## src/rtl/vga_timing_pkg.sv

```systemverilog
// Shared VGA timing constants, coordinate type and region helpers.
// Imported by the timing generator and by the sprite modules.
package vga_timing_pkg;

  typedef logic [9:0] coord_t;

  localparam int H_VISIBLE_DEF = 640;
  localparam int H_FRONT_DEF   = 16;
  localparam int H_SYNC_DEF    = 96;
  localparam int H_BACK_DEF    = 48;
  localparam int V_VISIBLE_DEF = 480;
  localparam int V_FRONT_DEF   = 10;
  localparam int V_SYNC_DEF    = 2;
  localparam int V_BACK_DEF    = 33;

  function automatic int total(input int visible, input int front,
                               input int sync, input int back);
    return visible + front + sync + back;
  endfunction

  localparam int H_TOTAL = total(H_VISIBLE_DEF, H_FRONT_DEF, H_SYNC_DEF, H_BACK_DEF);
  localparam int V_TOTAL = total(V_VISIBLE_DEF, V_FRONT_DEF, V_SYNC_DEF, V_BACK_DEF);

  typedef enum logic [1:0] {
    REGION_ACTIVE,
    REGION_FRONT,
    REGION_SYNC,
    REGION_BACK
  } region_t;

  // Classifies a counter value; the same helper serves both axes.
  function automatic region_t region_of(input coord_t pos, input int visible,
                                        input int front, input int sync);
    int p;
    p = int'(pos);
    if (p < visible)                     return REGION_ACTIVE;
    else if (p < visible + front)        return REGION_FRONT;
    else if (p < visible + front + sync) return REGION_SYNC;
    else                                 return REGION_BACK;
  endfunction

  typedef struct packed {
    logic hs;
    logic vs;
    logic blank;
  } sync_t;

  localparam sync_t SYNC_IDLE = '{hs: 1'b1, vs: 1'b1, blank: 1'b0};

endpackage

```

## src/rtl/vga_timing_gen_if.sv

```systemverilog
// Timing outputs of vga_timing_gen as seen by the sprite/palette pipeline.
interface vga_timing_gen_if;
  import vga_timing_pkg::*;

  coord_t DrawX;
  coord_t DrawY;
  logic   blank;
  logic   hs;
  logic   vs;
  logic   frame_start;
  logic   line_start;
  logic   hs_d;
  logic   vs_d;
  logic   blank_d;

  modport master (
    output DrawX, DrawY, blank, hs, vs, frame_start, line_start,
           hs_d, vs_d, blank_d
  );

  modport slave (
    input DrawX, DrawY, blank, hs, vs, frame_start, line_start,
          hs_d, vs_d, blank_d
  );

endinterface

```

## src/rtl/vga_sync_delay.sv

```systemverilog
// Fixed-depth shift register; every stage loads RESET_VALUE during reset.
// DEPTH = 0 collapses to a plain wire.
module vga_sync_delay #(
  parameter int               WIDTH       = 3,
  parameter int               DEPTH       = 2,
  parameter logic [WIDTH-1:0] RESET_VALUE = '0
) (
  input  logic             clk,
  input  logic             reset_n,
  input  logic [WIDTH-1:0] din,
  output logic [WIDTH-1:0] dout
);

  generate
    if (DEPTH == 0) begin : g_wire
      assign dout = din;
    end else begin : g_pipe
      logic [WIDTH-1:0] stage [DEPTH];

      always_ff @(posedge clk) begin
        if (!reset_n) begin
          for (int i = 0; i < DEPTH; i++) stage[i] <= RESET_VALUE;
        end else begin
          stage[0] <= din;
          for (int i = 1; i < DEPTH; i++) stage[i] <= stage[i-1];
        end
      end

      assign dout = stage[DEPTH-1];
    end
  endgenerate

endmodule

```

## src/rtl/vga_timing_gen.sv

```systemverilog
// VGA raster counters with registered sync/blank/strobe outputs plus a
// delayed copy of the sync/blank group for the sprite ROM/palette pipeline.
module vga_timing_gen
  import vga_timing_pkg::*;
#(
  parameter int H_VISIBLE  = H_VISIBLE_DEF,
  parameter int H_FRONT    = H_FRONT_DEF,
  parameter int H_SYNC     = H_SYNC_DEF,
  parameter int H_BACK     = H_BACK_DEF,
  parameter int V_VISIBLE  = V_VISIBLE_DEF,
  parameter int V_FRONT    = V_FRONT_DEF,
  parameter int V_SYNC     = V_SYNC_DEF,
  parameter int V_BACK     = V_BACK_DEF,
  parameter int PIPE_DELAY = 2
) (
  input  logic             vga_clk,
  input  logic             reset_n,
  vga_timing_gen_if.master vga
);

  localparam int     LINE_TOTAL  = total(H_VISIBLE, H_FRONT, H_SYNC, H_BACK);
  localparam int     FRAME_TOTAL = total(V_VISIBLE, V_FRONT, V_SYNC, V_BACK);
  localparam coord_t X_LAST      = coord_t'(LINE_TOTAL - 1);
  localparam coord_t Y_LAST      = coord_t'(FRAME_TOTAL - 1);

  coord_t  draw_x, draw_y;
  coord_t  next_x, next_y;
  region_t next_h_region, next_v_region;
  sync_t   sync_r, sync_dly;
  logic    frame_start_r, line_start_r;

  always_comb begin
    next_x = draw_x + 10'd1;
    next_y = draw_y;
    if (draw_x == X_LAST) begin
      next_x = '0;
      next_y = (draw_y == Y_LAST) ? '0 : draw_y + 10'd1;
    end
    next_h_region = region_of(next_x, H_VISIBLE, H_FRONT, H_SYNC);
    next_v_region = region_of(next_y, V_VISIBLE, V_FRONT, V_SYNC);
  end

  // Outputs are decoded from the next counts so they line up with DrawX/DrawY.
  always_ff @(posedge vga_clk) begin
    if (!reset_n) begin
      draw_x        <= '0;
      draw_y        <= '0;
      sync_r        <= SYNC_IDLE;
      frame_start_r <= 1'b0;
      line_start_r  <= 1'b0;
    end else begin
      draw_x        <= next_x;
      draw_y        <= next_y;
      sync_r.hs     <= (next_h_region != REGION_SYNC);
      sync_r.vs     <= (next_v_region != REGION_SYNC);
      sync_r.blank  <= (next_h_region == REGION_ACTIVE) &&
                       (next_v_region == REGION_ACTIVE);
      frame_start_r <= (next_x == '0) && (next_y == '0);
      line_start_r  <= (next_x == '0);
    end
  end

  vga_sync_delay #(
    .WIDTH       ($bits(sync_t)),
    .DEPTH       (PIPE_DELAY),
    .RESET_VALUE (SYNC_IDLE)
  ) u_sync_delay (
    .clk     (vga_clk),
    .reset_n (reset_n),
    .din     (sync_r),
    .dout    (sync_dly)
  );

  assign vga.DrawX       = draw_x;
  assign vga.DrawY       = draw_y;
  assign vga.blank       = sync_r.blank;
  assign vga.hs          = sync_r.hs;
  assign vga.vs          = sync_r.vs;
  assign vga.frame_start = frame_start_r;
  assign vga.line_start  = line_start_r;
  assign vga.hs_d        = sync_dly.hs;
  assign vga.vs_d        = sync_dly.vs;
  assign vga.blank_d     = sync_dly.blank;

endmodule

```

## src/flat_wrapper.sv

```systemverilog
// flat-port wrapper written by rule: the top's interface ports become plain ports
module vga_timing_gen_flat import vga_timing_pkg::*;
#(
  parameter int H_VISIBLE  = H_VISIBLE_DEF,
  parameter int H_FRONT    = H_FRONT_DEF,
  parameter int H_SYNC     = H_SYNC_DEF,
  parameter int H_BACK     = H_BACK_DEF,
  parameter int V_VISIBLE  = V_VISIBLE_DEF,
  parameter int V_FRONT    = V_FRONT_DEF,
  parameter int V_SYNC     = V_SYNC_DEF,
  parameter int V_BACK     = V_BACK_DEF,
  parameter int PIPE_DELAY = 2
)
  (vga_clk, reset_n, vga_DrawX, vga_DrawY, vga_blank, vga_hs, vga_vs, vga_frame_start, vga_line_start, vga_hs_d, vga_vs_d, vga_blank_d);
  vga_timing_gen_if vga_i ();
  input  logic vga_clk;
  input  logic reset_n;
  output wire logic [$bits(vga_i.DrawX)-1:0] vga_DrawX;
  output wire logic [$bits(vga_i.DrawY)-1:0] vga_DrawY;
  output wire logic [$bits(vga_i.blank)-1:0] vga_blank;
  output wire logic [$bits(vga_i.hs)-1:0] vga_hs;
  output wire logic [$bits(vga_i.vs)-1:0] vga_vs;
  output wire logic [$bits(vga_i.frame_start)-1:0] vga_frame_start;
  output wire logic [$bits(vga_i.line_start)-1:0] vga_line_start;
  output wire logic [$bits(vga_i.hs_d)-1:0] vga_hs_d;
  output wire logic [$bits(vga_i.vs_d)-1:0] vga_vs_d;
  output wire logic [$bits(vga_i.blank_d)-1:0] vga_blank_d;
  assign vga_DrawX = vga_i.DrawX;
  assign vga_DrawY = vga_i.DrawY;
  assign vga_blank = vga_i.blank;
  assign vga_hs = vga_i.hs;
  assign vga_vs = vga_i.vs;
  assign vga_frame_start = vga_i.frame_start;
  assign vga_line_start = vga_i.line_start;
  assign vga_hs_d = vga_i.hs_d;
  assign vga_vs_d = vga_i.vs_d;
  assign vga_blank_d = vga_i.blank_d;
  vga_timing_gen #(.H_VISIBLE(H_VISIBLE), .H_FRONT(H_FRONT), .H_SYNC(H_SYNC), .H_BACK(H_BACK), .V_VISIBLE(V_VISIBLE), .V_FRONT(V_FRONT), .V_SYNC(V_SYNC), .V_BACK(V_BACK), .PIPE_DELAY(PIPE_DELAY)) u_core (.vga_clk(vga_clk), .reset_n(reset_n), .vga(vga_i));
endmodule
```

## config.mk

```make
export PLATFORM = sky130hd
export DESIGN_NAME = vga_timing_gen_flat
export DESIGN_NICKNAME = d
export VERILOG_FILES = /design/src/rtl/vga_timing_pkg.sv /design/src/rtl/vga_timing_gen_if.sv /design/src/rtl/vga_sync_delay.sv /design/src/rtl/vga_timing_gen.sv /design/src/flat_wrapper.sv
export SDC_FILE = /design/constraint.sdc
export NUM_CORES = 1
export LEC_CHECK = 0
export BUFFER_PORTS_ARGS = -buffer_cell sky130_fd_sc_hd__buf_2
export CORE_ASPECT_RATIO = 0.8
export CORE_UTILIZATION = 30
export CTS_CLUSTER_SIZE = 28
export DETAILED_ROUTE_END_ITERATION = 12
export PLACE_DENSITY = 0.51
export SLEW_MARGIN = 5
export SYNTH_ARGS = -nofsm -noshare
export SYNTH_HDL_FRONTEND = slang
export SYNTH_SLANG_ARGS = --single-unit
```

## constraint.sdc

```tcl
create_clock -name vga_clk -period 2.5 [get_ports vga_clk]
set_input_delay 0.125 -clock vga_clk [delete_from_list [all_inputs] [get_ports vga_clk]]
set_output_delay 0.125 -clock vga_clk [all_outputs]
set_load 0.05 [all_outputs]
```

==> results by group, run 1 <==
Setup path
  • CP max stage delay: 0.41 ns
  • CP Capture Type: flop
  • R2R Setup Slk: 0.29 ns
  • Slowest CP cell: or3b_1
  • Crit path max-delay family: simple AND/OR/NAND/NOR gates
  • Crit start category: flop
  • Worst flop-to-flop path endpoint: u_core.vga.blank$_SDFF_PN0_
  • R2r worst-path depth: 7
  • Critical path peak fanout: 10
  • R2R Path Start: u_core.vga.DrawX[0]$_SDFF_PN0_
  • Crit-path cells: ha_2 > nand4_4 > nand3b_4 > or3b_1 > xor2_1 > nor3_2 > nor3_1
  • CP required: 2.69 ns
  • Kind of critical path: reg2reg
  • Worst Path Buf+Inv: 0
  • Arrival @ worst endpoint: 2.41 ns

Yosys
  • Post-Syn Area per Cell: 8.59 um2
  • Number of synthesized flops with an enable pin: 0
  • Most common cell in the netlist: dfxtp_1
  • Synth Flop Type: dfxtp_1
  • Synth unique cells: 49
  • Post-synthesis cell count: 189
  • Area contributors post-synth: dfxtp_1 38%, xnor2_1 4.3%, o21ai_0 4.0%
  • Syn Nets: 194
  • Ys async rst share: 0%
  • Post-synthesis cell area: 1620 um2
  • FF+latch count, synth: 31
  • Yosys top cell area share: 38.2%
  • Yosys top cell by area: dfxtp_1
  • Sequential-to-total area share from yosys stat: 38.2%
  • Synth cell count leaders: 31 x dfxtp_1, 15 x nor2_1, 14 x nand2_1, 13 x o21ai_0, 10 x nand3_1
  • Yosys warning count: 0

Floorplan
  • Starting Density: 31.7%
  • Num rows: 23
  • Die width: 84.3 um
  • Top Ports: 30
  • Die ar.: 5710 um2
  • Core area: 5120 um2
  • Die height: 67.8 um

Global routing
  • Gr usage total: 13.8%
  • Vias in the first global route: 1247
  • First-pass GRT wire length: 6.13 mm
  • Gr ovfl total: 0
  • Antenna violations before repair: 0
  • Largest net degree at the start of global routing: 21

Worst hold path
  • Worst hold path type: in2reg
  • Min-delay src: reset_n
  • WHS Path Cells: 2
  • Hold EP: u_core.u_sync_delay.g_pipe.stage[0][5]$_SDFF_PN1_

Layout
  • Post-route cell area: 1960 um2
  • Final cell count without fillers: 282
  • P&R area growth vs syn: 20.9%
  • Final #Nets: 224
  • Post-layout util: 38.3%
  • Layout cell share with drive strength beyond 1: 25.5%
  • Diodes inserted: 0

Placed design
  • Port Buf Inserts: 29
  • Final HPWL DP: 2.86 mm
  • RePlAce Congestion: 0.824
  • Placed cell area: 1840 um2
  • Dpl cells: 274

Timing
  • Finish-stage setup viols: 0
  • Post-route setup TNS: 0 ns
  • Minimum clock period: 2.21 ns
  • RSZ-0062 raised after global routing: false
  • FMAX: 452 MHz
  • Final period util: 88.6%
  • Relative slew margins: 73.5%
  • Worst Max-Slew Pin Slew: 0.396 ns
  • Hold Slack: 0.197 ns
  • Pins over their slew limit: 0
  • Clock skew: 0.00507 ns
  • Final Hold Fails: 0

Run
  • Max-cap violation count: 0

Clocking
  • CTS max path bufs: 2
  • Clock root cell: clkbuf_8
  • CTS H-tree lvls: 2
  • TritonCTS clock tree: done
  • Worst skew pair latency: 0.27 ns
  • Post-CTS Setup Inserts: 0
  • Total CTS buffers: 5
  • Clk slew on worst S/H paths: 0.07 ns
  • Sink Count: 31

Pwr
  • Int Pwr: 0.000837 W
  • Clock share of power: 47.4%
  • PwrDens: 538 nW/um2
  • Peak VDD IR: 0.316 mV
  • Pleak: 0.794 nW
  • Power share of the sequential group: 48.0%
  • Switch share: 20.8%
  • Switching pwr: 0.000220 W
  • Comb pwr share: 4.6%

Detailed routing
  • Total routed wirelength: 3.80 mm
  • Routed via count: 1404
  • Post-route ant nets: 0
  • Vias per inst: 4.98
  • DR DRC count: 4
  • Iter 0 DRT Violations: 81
  • WL/cell: 13.5 um
  • Initial DRT Pass Iterations: 8

Status
  • Failing checks: design-rule violations
  • Status: finished with violations
-- stage by stage --
step | power [W] | setup WS (ns)
after floorplan | 0.000553 | 0.170
after global placement | 0.000567 | 0.294
after detailed placement | 0.000567 | 0.239
after CTS | 0.00107 | 0.204
after global routing | 0.00110 | 0.0697
final | 0.00106 | 0.286
-- kinds of logic (layout without fill, tap and decap cells) --
kind of cell / after synthesis / in the layout / share of synthesized area (%)
AO/OA/AOI/OAI: 32 / 32 / 12.4
XOR/XNOR: 14 / 14 / 7.55
adder cells (fa/ha/maj): 3 / 3 / 2.31
buffers and inverters: 16 / 47 / 4.08
flip-flops: 31 / 31 / 38.2
AND/OR/NAND/NOR: 93 / 93 / 35.4
-- sequential cells by signal (all words and copies together), names as in the netlist --
register and flops:
u_core.vga.frame_start 1, u_core.vga.blank 1, u_core.vga.DrawX 10, u_core.vga.hs 1, u_core.vga.vs 1, u_core.vga.DrawY 10, u_core.vga.line_start 1, u_core.u_sync_delay.g_pipe.stage 6
-- power groups by stage --
stage	registers (W)	logic [W]	clock network [W]
after global placement	0.000518	0.0000496	0
after global routing	0.000508	0.0000535	0.000535
after detailed placement	0.000518	0.0000492	0
after CTS	0.000507	0.0000496	0.000513
final	0.000507	0.0000491	0.000501
after floorplan	0.000537	0.0000160	0
-- layer usage --
layer	track usage [%]	wire length [um]	vias up
met3	3.86	167	2
met1	19.7	2050	650
li1	-	-	721
met2	20.7	1560	31
met5	0	0	-
met4	3.45	20	0
-- worst max-delay path by stage --
stage	start	to	slack [ns]	cells after the start
2_1_floorplan	u_core.vga.DrawX[2]$_SDFF_PN0_	u_core.vga.vs$_SDFF_PN1_	0.17	7
3_3_place_gp	u_core.vga.DrawX[0]$_SDFF_PN0_	u_core.vga.vs$_SDFF_PN1_	0.29	7
3_5_place_dp	u_core.vga.DrawX[0]$_SDFF_PN0_	u_core.vga.blank$_SDFF_PN0_	0.24	7
4_1_cts	u_core.vga.DrawX[0]$_SDFF_PN0_	u_core.vga.blank$_SDFF_PN0_	0.20	7
5_1_grt	u_core.vga.DrawX[0]$_SDFF_PN0_	u_core.vga.frame_start$_SDFF_PN0_	0.07	8
6_report	u_core.vga.DrawX[0]$_SDFF_PN0_	u_core.vga.blank$_SDFF_PN0_	0.29	7
-- placed cells by master, fill, tap and decap left out, types with 2 or more instances in the layout --
cell and n:
buf_2 29, nand2b_1 6, nand3_1 10, nand2_1 14, nand4_1 3, xnor2_1 8, nor2_1 15, a22oi_1 2
nor2b_1 5, nor3_1 7, dfxtp_2 2, o21ai_0 13, or3_1 2, and2_1 9, inv_1 4, clkbuf_8 6
o211ai_1 2, nor3b_1 2, ha_1 2, a21oi_1 3, buf_4 6, and4b_1 2, and3_1 3, dfxtp_1 29
xor2_1 6, a31oi_1 2
-- what timing repair did --
action | 4_1_cts | 5_1_grt
hold buffers | 0 | 0
endpoints found under the setup margin | 0 | 1
resized for setup | 0 | 1
-- layout make-up --
class,count,area [um2]
Clock inverter,2,35.0
Inverter,4,15.0
Clock buffer,6,82.6
Fill cell,528,3160
Multi-Input combinational cell,142,940
Sequential cell,31,623
Tap cell,62,77.6
Timing Repair Buffer,35,190
(Power assumes the default switching activity.)
==> run 2: changes to the inputs <==
==> constraint.sdc (replaced) <==
create_clock -name vga_clk -period 2.5 [get_ports vga_clk]
set_input_delay 0 -clock vga_clk [delete_from_list [all_inputs] [get_ports vga_clk]]
set_output_delay 0 -clock vga_clk [all_outputs]
set_load 0.05 [all_outputs]
==> results by group, run 2 (synthesized netlist as in run 1, its figures left out) <==
Detailed routing
  • DR DRC count: 4 (unchanged)
  • Iter 0 DRT Violations: 69 (-15%)
  • Vias per inst: 4.94 (-0.79%)
  • Total routed wirelength: 3.77 mm (-0.63%)
  • Post-route ant nets: 0 (unchanged)
  • Routed via count: 1388 (-1.1%)
  • Initial DRT Pass Iterations: 8 (unchanged)
  • WL/cell: 13.4 um (-0.28%)

Timing
  • RSZ-0062 raised after global routing: false
  • Final Hold Fails: 0 (unchanged)
  • Finish-stage setup viols: 0 (unchanged)
  • Hold Slack: 0.109 ns (-0.0873 ns)
  • Minimum clock period: 2.27 ns (+0.0597 ns)
  • Post-route setup TNS: 0 ns (unchanged)
  • Final period util: 91.0% (+2.4 points)
  • Clock skew: 0.00474 ns (-0.000328 ns)
  • Worst Max-Slew Pin Slew: 0.410 ns (+0.0136 ns)
  • Pins over their slew limit: 0 (unchanged)
  • Relative slew margins: 72.7% (-0.81 points)
  • FMAX: 440 MHz (-2.6%)

Layout
  • Final #Nets: 223 (-0.45%)
  • Most frequent cells in the layout: 29 x buf_2, 29 x dfxtp_1, 15 x nor2_1
  • Final cell count without fillers: 281 (-0.35%)
  • Layout cell share with drive strength beyond 1: 24.7% (-0.80 points)
  • Diodes inserted: 0 (unchanged)
  • P&R area growth vs syn: 20.8% (about the same)
  • Fillcell total: 550 (+4.2%)

Clocking
  • TritonCTS clock tree: done
  • Clock root cell: clkbuf_8
  • Clk slew on worst S/H paths: 0.07 ns (about the same)
  • Total CTS buffers: 5 (unchanged)
  • Worst skew pair latency: 0.28 ns (about the same)
  • CTS H-tree lvls: 2 (unchanged)
  • CTS max path bufs: 2 (unchanged)
  • Post-CTS Setup Inserts: 0 (unchanged)
  • Sink Count: 31 (unchanged)

Setup path
  • Crit-path cells: ha_1 > nand4_4 > nor4_4 > xnor2_1 > or3_1 > nor3_2 > nand4_1
  • R2R Setup Slk: 0.23 ns (-0.06 ns)
  • Arrival @ worst endpoint: 2.42 ns (about the same)
  • Crit path max-delay family: simple AND/OR/NAND/NOR gates
  • Slowest CP cell: nor4_4
  • Crit start category: flop
  • Kind of critical path: reg2reg
  • CP max stage delay: 0.44 ns (+0.03 ns)
  • CP Capture Type: flop
  • Critical path peak fanout: 10 (unchanged)
  • Worst Path Buf+Inv: 0 (unchanged)
  • CP required: 2.64 ns (-0.05 ns)

Floorplan
  • Die height: 67.8 um (unchanged)
  • Core area: 5120 um2 (unchanged)
  • Top Ports: 30 (unchanged)
  • Starting Density: 31.7% (unchanged)
  • Num rows: 23 (unchanged)
  • Die ar.: 5710 um2 (unchanged)
  • Die width: 84.3 um (unchanged)

Global routing
  • Gr usage total: 13.8% (-0.034 points)
  • Vias in the first global route: 1191 (-4.5%)
  • First-pass GRT wire length: 6.07 mm (-0.90%)
  • Largest net degree at the start of global routing: 26 (+24%)
  • Gr ovfl total: 0 (unchanged)
  • Antenna violations before repair: 0 (unchanged)

Placed design
  • Port Buf Inserts: 29 (unchanged)
  • Final HPWL DP: 2.79 mm (-2.5%)
  • RePlAce Congestion: 0.811 (-1.7%)
  • Dpl cells: 273 (-0.36%)

Status
  • Status: finished with violations
  • Failing checks: design-rule violations

Pwr
  • Pleak: 0.791 nW (-0.32%)
  • PwrDens: 541 nW/um2 (+0.40%)
  • Total power: 0.00106 W (+0.34%)
  • Peak VDD IR: 0.194 mV (-39%)

Run
  • Max-cap violation count: 0 (unchanged)

Worst hold path
  • Worst hold path type: in2reg
[run 2: per-stage QoR]
| stage | setup slack (ns) | instance area [um2] | util, % |
|---|---|---|---|
| final | 0.226 | 1960 | 38.3 |
| after global routing | 0.0339 | 1960 | 38.3 |
| after CTS | 0.214 | 1950 | 38.1 |
| after detailed placement | 0.228 | 1840 | 35.8 |
| after global placement | 0.293 | 1840 | 35.8 |
| after floorplan | 0.170 | 1630 | - |
[run 2: layout make-up]
| type | instances | area [um2] | area share, % |
|---|---|---|---|
| clock buffers | 6 | 82.6 | 4.21 |
| clock inverters | 2 | 35.0 | 1.79 |
| inverters | 4 | 15.0 | 0.765 |
| multi-input cells | 142 | 946 | 48.2 |
| flip-flops and latches | 31 | 623 | 31.8 |
| well taps | 62 | 77.6 | 3.95 |
| repair buffers | 34 | 183 | 9.31 |
[run 2: path summary, 6_finish.rpt]
kind,endpoint,from,cells after the start
worst max-delay path,u_core.vga.vs$_SDFF_PN1_,u_core.vga.DrawX[0]$_SDFF_PN0_,7
worst min-delay path,u_core.u_sync_delay.g_pipe.stage[0][5]$_SDFF_PN1_,reset_n,2
worst max register to register,u_core.vga.vs$_SDFF_PN1_,u_core.vga.DrawX[0]$_SDFF_PN0_,7
worst min register to register,u_core.u_sync_delay.g_pipe.stage[0][4]$_SDFF_PN1_,u_core.u_sync_delay.g_pipe.stage[0][1]$_SDFF_PN1_,1
[run 2: routing by layer]
metal  GRT usage (%)  wire length, um  vias to the layer above
met4            3.88               22                        0
met1            21.0             2110                      636
met2            18.5             1490                       27
met3            3.86              156                        2
met5               0                0                        -
li1                -                -                      723
[run 2: power by group]
| group | internal, W | switching, W |
|---|---|---|
| clock | 0.000322 | 0.000185 |
| combinational | 0.0000121 | 0.0000346 |
| sequential | 0.000501 | 0.00000564 |
| total | 0.000835 | 0.000225 |
[run 2: timing repair]
action	4_1_cts	5_1_grt
gates resized for setup	0	1
hold buffers	0	0
endpoints found under the hold margin	0	0
setup endpoints to repair	0	1
